==> config.mk <==
export PLATFORM = sky130hd
export DESIGN_NAME = update_mask_gen
export DESIGN_NICKNAME = d
export VERILOG_FILES = /design/src/rtl/update_mask_pkg.sv /design/src/rtl/mask_prune_cmp.sv /design/src/rtl/update_mask_gen.sv
export SDC_FILE = /design/constraint.sdc
export NUM_CORES = 1
export LEC_CHECK = 0
export ABC_AREA = 1
export CORE_UTILIZATION = 26
export CTS_CLUSTER_SIZE = 30
export DETAILED_ROUTE_END_ITERATION = 16
export MAX_ROUTING_LAYER = met4
export PLACE_DENSITY_LB_ADDON = 0.05
export SLEW_MARGIN = 20
export SYNTH_ARGS = -nofsm -noshare
export SYNTH_HDL_FRONTEND = slang
export SYNTH_SLANG_ARGS = --single-unit
==> constraint.sdc <==
create_clock -name clk -period 5.3 [get_ports clk]
set_input_delay 0.53 -clock clk [delete_from_list [all_inputs] [get_ports clk]]
set_output_delay 0.53 -clock clk [all_outputs]
set_load 0.01 [all_outputs]
==> src/rtl/update_mask_pkg.sv <==
// Shared types and helpers for the sparse-mask updater and its pruning compare.
package update_mask_pkg;

    typedef enum logic [1:0] {
        IDLE = 2'b00,
        RUN  = 2'b01,
        DONE = 2'b10
    } state_e;

    // Encoding 2'b11 is reserved and behaves like ZERO.
    typedef enum logic [1:0] {
        ZERO   = 2'b00,
        THR    = 2'b01,
        NONPOS = 2'b10
    } mode_e;

    // Width of a counter that can hold 0..length inclusive.
    function automatic int nnz_width(input int length);
        return $clog2(length + 1);
    endfunction

endpackage

==> src/rtl/mask_prune_cmp.sv <==
// Combinational keep/clear decision for one fixed-point value under a pruning mode.
module mask_prune_cmp
    import update_mask_pkg::*;
#(
    parameter int IL = 8,
    parameter int FL = 12,
    localparam int W = IL + FL
) (
    input  logic signed [W-1:0] v,
    input  logic [1:0]          mode,
    input  logic [W-1:0]        thr,
    output logic                keep
);

    logic [W-1:0] mag;

    // Unsigned magnitude; the most negative value yields 2^(W-1), which still fits in W bits.
    always_comb begin
        mag  = v[W-1] ? (~unsigned'(v) + W'(1)) : unsigned'(v);
        keep = 1'b0;
        case (mode)
            THR:     keep = (mag > thr);
            NONPOS:  keep = !v[W-1] && (v != '0);
            default: keep = (v != '0);
        endcase
    end

endmodule

==> src/rtl/update_mask_gen.sv <==
// Walks a latched mask one bit per cycle, pairing set bits with successive values
// and keeping or clearing each according to the selected pruning mode.
// Handshake: a job transfers on a rising edge where in_valid && in_ready; a result
// transfers on a rising edge where out_valid && out_ready. in_ready/out_valid are
// pure decodes of state, so neither depends combinationally on the other side.
module update_mask_gen
    import update_mask_pkg::*;
#(
    parameter int IL     = 8,
    parameter int FL     = 12,
    parameter int LENGTH = 32,
    parameter int N_VAL  = 16,
    localparam int W     = IL + FL,
    localparam int NW    = nnz_width(LENGTH)
) (
    input  logic                clk,
    input  logic                reset_n,
    input  logic [LENGTH-1:0]   i_mask,
    input  logic signed [W-1:0] i_val [N_VAL],
    input  logic [1:0]          i_mode,
    input  logic [W-1:0]        i_thr,
    input  logic                in_valid,
    output logic                in_ready,
    output logic [LENGTH-1:0]   o_mask,
    output logic [NW-1:0]       o_nnz,
    output logic                o_ovf,
    output logic                out_valid,
    input  logic                out_ready,
    output logic [1:0]          state
);

    localparam int MPW = $clog2(LENGTH);
    localparam int VPW = $clog2(N_VAL + 1);

    state_e              state_q, state_d;
    logic [LENGTH-1:0]   mask_q, mask_d;
    logic signed [W-1:0] val_q [N_VAL];
    logic signed [W-1:0] val_d [N_VAL];
    logic [1:0]          mode_q, mode_d;
    logic [W-1:0]        thr_q, thr_d;
    logic [MPW-1:0]      m_ptr_q, m_ptr_d;
    logic [VPW-1:0]      v_ptr_q, v_ptr_d;
    logic [LENGTH-1:0]   o_mask_q, o_mask_d;
    logic [NW-1:0]       o_nnz_q, o_nnz_d;
    logic                o_ovf_q, o_ovf_d;

    logic signed [W-1:0] cur_val;
    logic                keep;

    mask_prune_cmp #(.IL(IL), .FL(FL)) u_cmp (
        .v    (cur_val),
        .mode (mode_q),
        .thr  (thr_q),
        .keep (keep)
    );

    // Value at v_ptr; once all values are used (v_ptr==N_VAL) this reads zero and is unused.
    always_comb begin
        cur_val = '0;
        for (int i = 0; i < N_VAL; i++) begin
            if (v_ptr_q == VPW'(i)) cur_val = val_q[i];
        end
    end

    // Next-state and datapath update for accept, per-bit processing and result release.
    always_comb begin
        state_d  = state_q;
        mask_d   = mask_q;
        mode_d   = mode_q;
        thr_d    = thr_q;
        m_ptr_d  = m_ptr_q;
        v_ptr_d  = v_ptr_q;
        o_mask_d = o_mask_q;
        o_nnz_d  = o_nnz_q;
        o_ovf_d  = o_ovf_q;
        for (int i = 0; i < N_VAL; i++) val_d[i] = val_q[i];

        case (state_q)
            IDLE: begin
                if (in_valid) begin
                    mask_d   = i_mask;
                    for (int i = 0; i < N_VAL; i++) val_d[i] = i_val[i];
                    mode_d   = i_mode;
                    thr_d    = i_thr;
                    m_ptr_d  = '0;
                    v_ptr_d  = '0;
                    o_mask_d = '0;
                    o_nnz_d  = '0;
                    o_ovf_d  = 1'b0;
                    state_d  = RUN;
                end
            end
            RUN: begin
                m_ptr_d = m_ptr_q + MPW'(1);
                o_mask_d[m_ptr_q] = 1'b0;
                if (mask_q[m_ptr_q]) begin
                    if (v_ptr_q != VPW'(N_VAL)) begin
                        o_mask_d[m_ptr_q] = keep;
                        if (keep) o_nnz_d = o_nnz_q + NW'(1);
                        v_ptr_d = v_ptr_q + VPW'(1);
                    end else begin
                        o_ovf_d = 1'b1;
                    end
                end
                if (m_ptr_q == MPW'(LENGTH - 1)) state_d = DONE;
            end
            DONE: begin
                if (out_ready) state_d = IDLE;
            end
            default: state_d = IDLE;
        endcase
    end

    // State and datapath registers with synchronous active-low reset.
    always_ff @(posedge clk) begin
        if (!reset_n) begin
            state_q  <= IDLE;
            mask_q   <= '0;
            for (int i = 0; i < N_VAL; i++) val_q[i] <= '0;
            mode_q   <= '0;
            thr_q    <= '0;
            m_ptr_q  <= '0;
            v_ptr_q  <= '0;
            o_mask_q <= '0;
            o_nnz_q  <= '0;
            o_ovf_q  <= 1'b0;
        end else begin
            state_q  <= state_d;
            mask_q   <= mask_d;
            for (int i = 0; i < N_VAL; i++) val_q[i] <= val_d[i];
            mode_q   <= mode_d;
            thr_q    <= thr_d;
            m_ptr_q  <= m_ptr_d;
            v_ptr_q  <= v_ptr_d;
            o_mask_q <= o_mask_d;
            o_nnz_q  <= o_nnz_d;
            o_ovf_q  <= o_ovf_d;
        end
    end

    assign in_ready  = (state_q == IDLE);
    assign out_valid = (state_q == DONE);
    assign o_mask    = o_mask_q;
    assign o_nnz     = o_nnz_q;
    assign o_ovf     = o_ovf_q;
    assign state     = state_q;

endmodule

==> results.yml, run 1 <==
sta:
  setup_slack_ns: -0.07104
  setup_viol: 36
  slew_headroom_pct: 29.53
  fin_hold_ws_ns: 0.4547
  final_hold_viol_count: 0
  fin_setup_tns_ns: -1.529
  period_share_pct: 101.3
  worst_slew_pin_slew_ns: 1.057
  max_freq_mhz: 186.2
  post-route-min-period_ns: 5.371
  slew_violations: 0
  fin_skew_ns: 0.01899
  rsz0062_at_grt: "yes"
layout:
  area_growth_pct: 43.09
  multi_input_area_um2: 11150
  fin_nets: 4015
  n_fill_cell: 8291
  drive_above_1_share_pct: 13.51
  seq_area_um2: 8517
setup_path:
  worst_setup_path_start_kind: "flip-flop"
  worstPathRequired_ns: 5.82
  path_max_fanout: 9
  crit_family: "simple AND/OR/NAND/NOR gates"
  path_buf_inv: 9
  crit_path_max_incr_delay_ns: 0.38
  arrival_ns: 5.89
  end_kind: "flip-flop"
  cp_common_cell: "nand2_1"
  cp_slowest_cell: "or3b_4"
  crit_type: "flip-flop to flip-flop"
placement:
  port_buffers: 420
  gp_congestion: 0.8325
  dp_slack_ns: -0.6723
  dpl.hpwl_um: 58710
synth:
  synth_top_area_share_pct: 41.46
  syn_nets: 3567
  yosys.area_share.simple_pct: 32.38
  synth_area_leaders: "dfxtp_1 (41%), nor2_1 (15%), o21ai_0 (11%)"
  syn_area_per_cell_um2: 6.505
  synthAdderAreaFrac_pct: 2.073
  ys_seq_area_share_pct: 41.46
  synth_enable_flop_cells: 0
  yosysMostFrequentCell: "nor2_1"
  synthXorXnorAreaFrac_pct: 0.7682
  yosysTopAreaCell: "dfxtp_1"
  yosys_register_bits: 425
  synth_area_um2: 20520
  ys.warnings.count: 0
  synth-compound-area-share_pct: 15.11
  synthMuxAreaShare_pct: 0
  synth_top_family_by_area: "simple AND/OR/NAND/NOR gates"
  synth_ff_type: "dfxtp_1"
  synth_cells: 3155
  synth_top_cells_by_count: "nor2_1 (829), nand2_1 (593), o21ai_0 (464)"
  async_reset_ff_share_pct: 0
  synth.distinct_cells: 43
route:
  drc: 0
  vias: 21253
  drt_iter0_drc: 1206
  wire_per_inst_um: 17.12
  final_antenna_net_count: 0
  vias_per_cell: 4.534
  drt-total-wl_um: 80240
  first_pass_iters: 7
global_routing:
  grt_usage_pct: 20.10
  antenna_found_initial: 4
  grt_max_degree: 173
  grt_first_pass_wirelength_um: 122900
  first_global_vias: 21342
  grt.overflow.total: 0
cts:
  clockBufferDepth: 3
  clk_pin_slew_ns: 0.06
  htree_levels: 2
  cts.sink_count: 425
  clock_latency_ns: 0.60
  cts_tree: "yes"
  cts-buffers-inserted: 52
  cts-root-buf: "clkbuf_16"
outcome:
  outcome: "finished with violations"
  violations: "negative setup slack"
power:
  power_density_nw_per_um2: 325.0
  ir_worst_vdd_mv: 0.2245
  p_leak_uw: 0.01227
floorplanning:
  coreArea_um2: 77720
  rows: 102
  die_h_um: 282.9
  num_io_pins: 421
  dieArea_um2: 80060
  die_width_um: 282.9
  start_util_pct: 26.40
min_path:
  hold_path.class: "flip-flop to flip-flop"
job:
  drv_cap: 0
-- final cells by class --
type,count,share of cell area [%]
multi-input combinational,2303,37.97
sequential,425,29.00
timing repair buffer,588,19.77
clock buffer,81,5.386
tap,1040,4.431
inverter,233,3.047
clock inverter,13,0.3579
antenna,4,0.03409
-- cell usage in the layout (no fill, tap or decap), types with 33 or more instances in the layout --
cell	Yosys	layout
nand3_1	141	99
clkdlybuf4s50_1	0	419
nand2_1	593	511
or2_2	34	33
clkbuf_16	0	55
o21ai_0	464	451
a21oi_1	88	77
inv_1	216	207
nand2_2	5	69
nor2_1	829	813
buf_4	6	140
dfxtp_1	425	422
nand3_2	1	38
-- worst reg2reg max path: cells and delay by family, from the launching register on --
kind / cells / cell delay, ns
AOI/OAI and AO/OA: 3 / 0.42
xor gates and xnor gates: 1 / 0.13
adders and majority gates: 2 / 0.40
buffers and inverters: 9 / 0.96
DFF: 1 / 0.37
and+or+nand+nor: 29 / 2.99
-- routing by layer --
layer	wire [µm]	vias to the layer above	GRT usage, %
met2	37600	421	33.15
li1	-	10879	-
met5	0	-	-
met4	2203	0	5.679
met3	3293	118	3.205
met1	37150	9835	25.24
-- power breakdown --
part	leakage [µW]	internal [µW]	switching, µW
Clock	0.000843	2090	1450
Sequential	0.00352	3450	136
Combinational	0.00791	1070	1350
-- flip-flops by register name, summed over array words and instances (netlist names) --
name and count:
val_q 320, mask_q 32, o_mask 32, thr_q 20, o_nnz 6, m_ptr_q 5, v_ptr_q 5, mode_q 2
state 2, o_ovf 1
-- final timing paths --
check	start	end	slack, ns	depth (start not counted)
max	v_ptr_q[0]	o_mask[11]	-0.07	44
max reg2reg	v_ptr_q[0]	o_mask[11]	-0.07	44
min reg2reg	o_ovf	o_ovf	0.45	2
min	o_ovf	o_ovf	0.45	2
-- cell families after synthesis --
logic type,after synthesis
XOR/XNOR,18
AND/OR/NAND/NOR,1653
flip-flops,425
buffers and inverters,427
adder cells (fa/ha/maj),34
AO/OA/AOI/OAI,598
-- what timing repair did --
item | CTS | global route
pin swaps | 40 | 69
gates resized for setup | 132 | 113
hold buffers | 0 | 0
endpoints found under the setup margin | 38 | 38
setup buffers | 12 | 6
gates cloned | 3 | 2
-- metrics by stage --
step	util, %	std cells	instance area (µm²)	total power (µW)
finish	37.78	4687	29360	9542
global route	37.78	4686	29360	10100
CTS	37.14	4676	28860	9582
detailed placement	34.11	4567	26510	5813
global placement	34.11	4567	26510	5793
floorplan	-	3155	20520	4756
Power figures use the tool's default switching activity.
==> inputs of run 2 (changes only) <==
--- a/config.mk
+++ b/config.mk
@@ -6,11 +6,13 @@
 export NUM_CORES = 1
 export LEC_CHECK = 0
 export ABC_AREA = 1
+export CORE_ASPECT_RATIO = 1.25
 export CORE_UTILIZATION = 26
 export CTS_CLUSTER_SIZE = 30
 export DETAILED_ROUTE_END_ITERATION = 16
 export MAX_ROUTING_LAYER = met4
 export PLACE_DENSITY_LB_ADDON = 0.05
+export SETUP_SLACK_MARGIN = 0.15
 export SLEW_MARGIN = 20
 export SYNTH_ARGS = -nofsm -noshare
 export SYNTH_HDL_FRONTEND = slang
==> run 2 against run 1 <==
  * The flow still finishes with violations (negative setup slack)
  * Combinational power is 4% higher
  * Clock-buffer cell count fell by 7
  * Utilization rose by 0.51 points
  * Sequential power about the same
  * Global-route usage grew 0.96 points
  * Register-to-register slack worse by 0.06 ns
  * Routed wire length up 3.9%
  * Critical endpoint is now o_mask[5]
==> results.yml, run 2 (synthesis gave the netlist of run 1 again) <==
setup_path:
  cp_common_cell: "nand2_1"
  crit_path_max_incr_delay_ns: 0.39
  worstPathRequired_ns: 5.81
  path_max_fanout: 8
  cp_slowest_cell: "or3b_4"
  end_kind: "flip-flop"
  arrival_ns: 5.95
  crit_type: "flip-flop to flip-flop"
  r2r_cells: 41
  worst_setup_path_start_kind: "flip-flop"
cts:
  cts.sink_count: 425
  cts_hold_buf: 0
  cts_tree: "yes"
  clk_pin_slew_ns: 0.06
  cts-buffers-inserted: 50
  htree_levels: 2
  cts-root-buf: "clkbuf_16"
  clock_latency_ns: 0.60
  clockBufferDepth: 3
sta:
  period_share_pct: 102.5
  rsz0062_at_grt: "yes"
  setup_slack_ns: -0.1349
  max_freq_mhz: 184.0
  slew_violations: 0
  fin_skew_ns: 0.02355
  final_hold_viol_count: 0
  fin_setup_tns_ns: -3.268
  slew_headroom_pct: 26.90
  post-route-min-period_ns: 5.435
  fin_hold_ws_ns: 0.4526
  worst_slew_pin_slew_ns: 1.096
  setup_viol: 37
placement:
  gp_congestion: 0.8456
  place_area_um2: 26600
  port_buffers: 420
  dpl.hpwl_um: 61350
global_routing:
  grt_max_degree: 227
  antenna_found_initial: 6
  grt.overflow.total: 0
  grt_usage_pct: 21.06
  first_global_vias: 21312
  grt_first_pass_wirelength_um: 125400
job:
  drv_cap: 0
layout:
  largest_reg_flops: 320
  layout_commonest_cell: "nor2_1"
  mostFrequentLayoutCells: "nor2_1 (812), nand2_1 (482), o21ai_0 (453)"
  top_register: "val_q"
  fin_area_um2: 29760
  n_fill_cell: 8291
  area_growth_pct: 45.03
  fin_nets: 4046
  drive_above_1_share_pct: 15.16
floorplanning:
  die_h_um: 316.1
  rows: 114
  coreArea_um2: 77740
  start_util_pct: 26.40
  dieArea_um2: 80070
  die_width_um: 253.3
  num_io_pins: 421
route:
  drt_iter0_drc: 1029
  vias: 21223
  wire_per_inst_um: 17.65
  vias_per_cell: 4.494
  first_pass_iters: 5
  drc: 0
  final_antenna_net_count: 0
  drt-total-wl_um: 83380
power:
  p_leak_uw: 0.01249
  power_density_nw_per_um2: 323.7
  ir_worst_vdd_mv: 0.2557
min_path:
  hold_path.class: "flip-flop to flip-flop"
  holdPathStages: 2
outcome:
  outcome: "finished with violations"
  violations: "negative setup slack"
==> run 2: changes by cell type in the layout (fill, tap and decap cells not counted), sizes merged <==
cell	before	now
clkbuf	83	74
nand2	600	603
clkinvlp	0	2
bufinv	1	3
buf	166	196
bufbuf	1	3
clkinv	19	21
==> run 2: worst paths after layout <==
| path | startpoint | to | slack, ns |
|---|---|---|---|
| worst min register to register | o_ovf | o_ovf | 0.45 |
| worst min-delay path | o_ovf | o_ovf | 0.45 |
| worst max register to register | v_ptr_q[1] | o_mask[5] | -0.13 |
| worst max-delay path | v_ptr_q[1] | o_mask[5] | -0.13 |
==> run 2: repair_timing <==
action,in CTS,in global routing
setup buffers,29,6
pin swaps,64,67
resized for setup,189,91
setup endpoints to repair,38,38
cloned,8,0
==> run 2: report_power, final <==
part / internal, µW / switching [µW]
Clock: 2080 / 1450
Combinational: 1110 / 1410
Sequential: 3440 / 131
==> run 2: layout make-up <==
cell class | count | area, µm² | area share (%)
flip-flops and latches | 425 | 8516 | 28.61
clock buffers | 74 | 1483 | 4.982
inverters | 233 | 903.4 | 3.035
clock inverters | 19 | 191.4 | 0.6432
diodes | 4 | 10.01 | 0.03363
multi-input cells | 2306 | 11340 | 38.09
well taps | 1044 | 1306 | 4.389
repair buffers | 618 | 6017 | 20.22
==> run 2: metal layers <==
metal  track usage (%)  vias up  part of all wire (%)
met5                 -        -                     0
met4             4.656        0                   2.3
met3             2.701       99                   3.6
met2             36.39      430                    49
met1             26.01     9743                    45
li1                  -    10951                     -
==> run 2: critical path, delay by kind of cell, from the launching register on <==
| kind | cells | cell delay, ns |
|---|---|---|
| AOI/OAI and AO/OA | 3 | 0.54 |
| xor gates and xnor gates | 1 | 0.12 |
| adders and majority gates | 2 | 0.40 |
| buffers and inverters | 9 | 1.08 |
| DFF | 1 | 0.36 |
| and+or+nand+nor | 26 | 2.81 |
==> run 2: metrics by stage <==
stage	power, µW	setup slack, ns	utilization [%]	cells
floorplan	4756	0.3532	-	3155
global placement	5794	-0.5417	34.22	4583
detailed placement	5821	-0.6406	34.22	4583
CTS	9692	-0.2145	37.76	4713
global route	10180	-0.5304	38.29	4723
finish	9635	-0.1349	38.29	4723
